==> config.mk <==
export PLATFORM = sky130hd
export DESIGN_NAME = uart_bus_master
export DESIGN_NICKNAME = d
export VERILOG_FILES = /design/src/rtl/uart_bus_master.sv
export SDC_FILE = /design/constraint.sdc
export NUM_CORES = 1
export LEC_CHECK = 0
export BUFFER_PORTS_ARGS = -buffer_cell sky130_fd_sc_hd__buf_2
export CORE_ASPECT_RATIO = 1.2
export CORE_MARGIN = 2
export CORE_UTILIZATION = 55
export CTS_CLUSTER_DIAMETER = 30
export CTS_CLUSTER_SIZE = 40
export DETAILED_ROUTE_END_ITERATION = 6
export GPL_ROUTABILITY_DRIVEN = 0
export HOLD_SLACK_MARGIN = 0.08
export PLACE_DENSITY = 0.83
export SYNTH_ARGS = -nofsm -noshare
export SYNTH_HDL_FRONTEND = slang
export SYNTH_SLANG_ARGS = --single-unit
export TNS_END_PERCENT = 100
==> constraint.sdc <==
create_clock -name raw_clk -period 2.95 [get_ports raw_clk]
set_clock_uncertainty 0.1 [all_clocks]
set_input_delay 0.59 -clock raw_clk [delete_from_list [all_inputs] [get_ports raw_clk]]
set_output_delay 0.59 -clock raw_clk [all_outputs]
set_load 0.1 [all_outputs]
==> src/rtl/uart_bus_master.sv <==
// Debug bridge: turns UART command bytes into 6-bit peripheral bus reads/writes and
// answers each command with ACK, NAK or the read value through the UART transmitter.
module uart_bus_master #(
  parameter int         TIMEOUT_CYCLES = 27000000,
  parameter logic [7:0] ACK            = 8'h06,
  parameter logic [7:0] NAK            = 8'h15
) (
  input  logic       raw_clk,
  input  logic       reset,
  input  logic [7:0] rx_data,
  input  logic       rx_ready,
  output logic       rx_ready_clear,
  output logic [7:0] tx_data,
  output logic       tx_strobe,
  input  logic       tx_busy,
  output logic [5:0] address,
  output logic [7:0] data_out,
  output logic       write_enable,
  output logic       enable,
  input  logic [7:0] data_in,
  output logic       busy
);

  typedef enum logic [2:0] {
    IDLE, GET_DATA, WRITE, READ_1, READ_2, SEND, SEND_WAIT
  } state_t;

  localparam logic [24:0] TIMER_LAST = 25'(TIMEOUT_CYCLES - 1);

  state_t      state;
  logic [24:0] timer;
  logic        armed;
  logic        take;

  // A byte is taken only once rx_ready has been seen low since the previous take.
  assign take = rx_ready && armed && (state == IDLE || state == GET_DATA);

  always_ff @(posedge raw_clk) begin
    if (reset) begin
      state          <= IDLE;
      timer          <= '0;
      armed          <= 1'b0;
      rx_ready_clear <= 1'b0;
      tx_data        <= '0;
      tx_strobe      <= 1'b0;
      address        <= '0;
      data_out       <= '0;
      write_enable   <= 1'b0;
      enable         <= 1'b0;
      busy           <= 1'b0;
    end else begin
      rx_ready_clear <= take;
      if (take) armed <= 1'b0;
      else if (!rx_ready) armed <= 1'b1;

      case (state)
        IDLE: begin
          if (take) begin
            busy <= 1'b1;
            if (rx_data[6]) begin
              tx_data   <= NAK;
              tx_strobe <= 1'b1;
              state     <= SEND;
            end else if (rx_data[7]) begin
              address <= rx_data[5:0];
              timer   <= '0;
              state   <= GET_DATA;
            end else begin
              address <= rx_data[5:0];
              enable  <= 1'b1;
              state   <= READ_1;
            end
          end
        end
        GET_DATA: begin
          // An arriving byte beats a timeout falling on the same cycle.
          if (take) begin
            data_out     <= rx_data;
            write_enable <= 1'b1;
            state        <= WRITE;
          end else if (timer == TIMER_LAST) begin
            tx_data   <= NAK;
            tx_strobe <= 1'b1;
            state     <= SEND;
          end else if (timer != '1) begin
            timer <= timer + 25'd1;
          end
        end
        WRITE: begin
          write_enable <= 1'b0;
          tx_data      <= ACK;
          tx_strobe    <= 1'b1;
          state        <= SEND;
        end
        READ_1: state <= READ_2;
        READ_2: begin
          enable    <= 1'b0;
          tx_data   <= data_in;
          tx_strobe <= 1'b1;
          state     <= SEND;
        end
        SEND: begin
          if (tx_busy) begin
            tx_strobe <= 1'b0;
            state     <= SEND_WAIT;
          end
        end
        SEND_WAIT: begin
          if (!tx_busy) begin
            busy  <= 1'b0;
            state <= IDLE;
          end
        end
        default: begin
          busy  <= 1'b0;
          state <= IDLE;
        end
      endcase
    end
  end

endmodule

* Word-level counts from Yosys, hierarchy flattened
Cells that the tools add are included.
Cells by class: magnitude comparators 0, multiplexer cells 34, bitwise logic cells 2, reduce and logical (&&, ||, !) cells 21, add/sub/neg operators 1, divide/modulo/power cells 0, equal/unequal tests 21, shift-type cells 0, $mul 0
Operators by type and width (count):
- $mux W25 | 6
- $pmux W25 S2 | 1
- $mux W8 | 4
- $pmux W8 S4 | 1
- $add A25 B1 Y25 const B | 1
- $eq A25 B25 Y1 const B | 1
- $ne A25 B25 Y1 const B | 1
- $ne A2 B2 Y1 const B | 10
- $mux W3 | 6
- $pmux W3 S6 | 1
- $mux W1 | 10
- $eq A3 B3 Y1 const B | 3
- $reduce_and A4 Y1 | 2
- $reduce_bool A4 Y1 | 2
- $reduce_and A7 Y1 | 1
- $eq A3 B2 Y1 const B | 2
- $reduce_and A3 Y1 | 2
- $reduce_and A6 Y1 | 1
- $reduce_bool A2 Y1 | 3
- $reduce_and A5 Y1 | 1
- $reduce_or A5 Y1 | 1
- $ne A2 B1 Y1 const B | 2
- $pmux W1 S2 | 2
- $pmux W1 S4 | 1
- other kinds (10) | 14
Word-level totals: memories 0, memory bits (writable) 0, bits in read-only memories 0, output and inout bits 27, bits in latches 0, bits in registers 56

* Longest topological paths before layout
depth after elaboration 5, mapped depth 8, mapped depth without buffers 7

* Least setup slack after synthesis
No wires, ideal clock.
path kind reg2reg, start reg timer[0], end reg timer[7], slack 0.834 ns, stages on the path, launching flop included 9, data arrival time 1.929 ns, period minus slack after synthesis 2.116 ns, buffers on the path 1, cells stage by stage dfxtp_1 > ha_1 > nand3_4 > nor4_4 > a22oi_2 > a211oi_4 > buf_4 > o21ai_0 > o31ai_1
On the way: word-level cells in the longest chain between the ends 5, elaborated cells between the ends (all ways) 10, classes of those cells add/sub (1); eq/ne (4); mux (4); reduce/logical (1)
Ends and longest elaborated chain:
- start, declared | RTL line 31 | logic [24:0] timer;
- start signal, assigned | RTL line 86 | timer <= timer + 25'd1;
- $add A25 B1 Y25 | RTL line 86
- $mux W25 | RTL line 85 | end else if (timer != '1) begin
- $mux W25 | RTL line 81 | end else if (timer == TIMER_LAST) begin
- $mux W25 | RTL line 77 | if (take) begin
- $pmux W25 S2 | RTL line 56 | case (state)
Several ways; a longest one is shown, not always the timed one. The select of a mux whose other input is x is not followed. A chain may end at the register's enable or synchronous reset.

* Worst setup path after layout
start reg timer[0], end reg timer[4]
The elaborated chain is that of the path after synthesis.

==> out/qor.yml <==
avgSynthCellArea_um2: 7.96
worstSetupPathType: "reg2reg"
required_ns: 3.09
fin_crit_ns: 2.51
antenna_found_initial: 0
wl_per_cell_um: 14.7
r2r-end: "timer[4]"
status: "finished clean"
antenna_left: 0
r2r_setup_slack_ns: 0.44
final_cell_mix: "56 x dfxtp_1, 48 x nand2_1, 46 x buf_2"
syn_area_um2: 2760
cts_inserted_buffers: 5
syn_to_final_growth_pct: 13.5
path_clk_slew_ns: 0.11
endpoint_kind: "register"
drive_gt1_share_pct: 19.0
slew_headroom_pct: 61.1
ys_seq_area_share_pct: 40.7
ios: 47
detail_route.iter0.violations: 146
row_count: 28
whs_endpoint: "tx_data[4]"
setup_viol: 0
dr_wl_met3_um: 280
synth_edf_count: 0
final.fill_count: 445
vias_per_cell: 5.98
power_density_nw_per_um2: 488
hold_buffers: 0
tightestPinTransition_ns: 0.578
p_leak_nw: 1.16
dp.final_hpwl_mm: 4.79
ys_types: 47
rsz0062_at_grt: "false"
portBuffers: 46
ff2ff_path_depth: 8
netlist_instances: 346
start_util_pct: 56.6
vias: 2690
die_y_um: 81.5
synth-main-ff-cell: "dfxtp_1"
cp-start-kind: "register"
crit_arrival_ns: 2.64
ctsResizeCount: 0
holdPathStages: 2
placedCellCount: 442
synth-seq-cells: 56
cap_violations: 0
stdcell_area_um2: 3130
r2r_start: "timer[0]"
final_cells: 450
cts_root_buf: "clkbuf_8"
diodes: 0
clockBufferDepth: 2
cts_sinks: 56
post-cts-setup-buffers: 0
drv_slew: 0
wl_met2_mm: 3.23
core_um2: 4870
grt_max_degree: 24
place_area_um2: 3030
fin_crit_sh_pct: 85.0
hold_viol: 0
highest_layer: "met4"
fin_nets: 410
layout_commonest_cell: "dfxtp_1"
whs_ns: 0.343
finalWirelength_mm: 6.60
setup_tns_ns: 0
tritoncts: "done"
drc: 0
synth-async-reset-ratio_pct: 0
peakVddDrop_uv: 378
clk_latency_ns: 0.32
grt_pass1_wl_mm: 10.8
yosys_warnings: 0
worstHoldStart: "tx_data[4]"
fmax_mhz: 399
htree_num_levels: 2
synth_fp_nets: 367
grt_pass1_vias: 2497
die-area_um2: 5590
dr.pass1.iters: 5
min_path_type: "reg2reg"
grt_overflow_total: 0
wl_met1_mm: 2.89
track_usage_pct: 25.0
die_w_um: 68.6
cp_max_fo: 11
[Yosys cell counts, types with 2 or more instances]
cell type,n,share of area (%)
nor4bb_1,2,0.73
nor4_1,3,0.68
a21oi_1,37,6.7
nor3_1,5,0.91
a211oi_1,2,0.54
and4_1,5,1.6
dfxtp_1,56,41
inv_1,8,1.1
o21ai_0,26,4.7
or2_2,4,0.91
o31ai_1,16,4.4
nor3b_1,2,0.54
or3_1,5,1.1
clkbuf_1,8,1.1
nor4_4,2,1.5
nor2_1,29,4.0
nand2_1,48,6.5
nand4_1,8,1.8
a221oi_1,2,0.64
or4_1,2,0.54
nand3b_1,2,0.54
buf_2,5,0.91
a31oi_1,5,1.1
nand2b_1,4,0.91
nand3_1,15,2.7
o41ai_1,2,0.64
o21ai_1,5,0.91
a22oi_1,5,1.4
and2_1,11,2.5
and3_1,4,0.91
buf_4,2,0.54
[logic make-up (layout without fill, tap and decap cells)]
group | Yosys count | after routing | synth area share [%]
AO/OA/AOI/OAI | 106 | 106 | 23.7
flip-flops | 56 | 56 | 40.7
AND/OR/NAND/NOR | 156 | 156 | 30.4
buffers and inverters | 25 | 69 | 3.95
adder cells (fa/ha/maj) | 1 | 1 | 0.454
multiplexers | 2 | 2 | 0.772
[worst max path at each step]
| stage | startpoint | end | slack (ns) | depth (start not counted) |
|---|---|---|---|---|
| final | timer[0] | timer[4] | 0.44 | 8 |
| after global routing | timer[1] | timer[13] | 0.30 | 8 |
| after CTS | timer[0] | timer[4] | 0.48 | 8 |
| after detailed placement | timer[0] | timer[4] | 0.50 | 8 |
| after global placement | timer[0] | timer[3] | 0.65 | 8 |
| after floorplan | timer[0] | timer[7] | 0.83 | 8 |
[metrics by stage]
stage / total power [mW] / util (%) / worst slack (ns)
finish: 1.53 / 64.2 / 0.443
floorplan: 1.04 / - / 0.834
global placement: 1.10 / 62.3 / 0.646
global route: 1.59 / 64.2 / 0.297
CTS: 1.54 / 64.2 / 0.481
detailed placement: 1.10 / 62.3 / 0.503
[report_power, final]
part,total [mW],internal (mW),switching (mW)
Sequential,0.791,0.776,0.0149
Clock,0.443,0.174,0.269
Combinational,0.292,0.0729,0.219
Total,1.53,1.02,0.503
[per-layer routing]
layer,GRT usage [%],up-vias
met2,43.1,82
met3,3.70,21
met4,11.0,0
li1,-,1346
met5,0,-
met1,30.4,1241
[area by class of cell]
type	instances	area [um2]	share of cell area, %
Tap cell	60	75.1	2.40
Inverter	8	30.0	0.960
Multi-Input combinational cell	265	1530	48.8
Clock inverter	3	25.0	0.800
Timing Repair Buffer	53	283	9.04
Sequential cell	56	1120	35.8
Clock buffer	5	68.8	2.20
[sequential cells by signal (all words and copies together) (netlist names)]
signal / cells
rx_ready_clear: 1
enable: 1
tx_data: 8
write_enable: 1
address: 6
busy: 1
data_out: 8
timer: 25
state: 3
armed: 1
tx_strobe: 1
[worst max-delay path, cell delays in order (launching register included)]
cell and delay, ns:
dfxtp_1 0.43, ha_1 0.29, nand3_4 0.16, nor4_2 0.35, a22oi_2 0.17, a211oi_4 0.47
buf_4 0.25, o21ai_0 0.11, o31ai_1 0.09
Note: power is estimated with default switching activity, not from simulation.
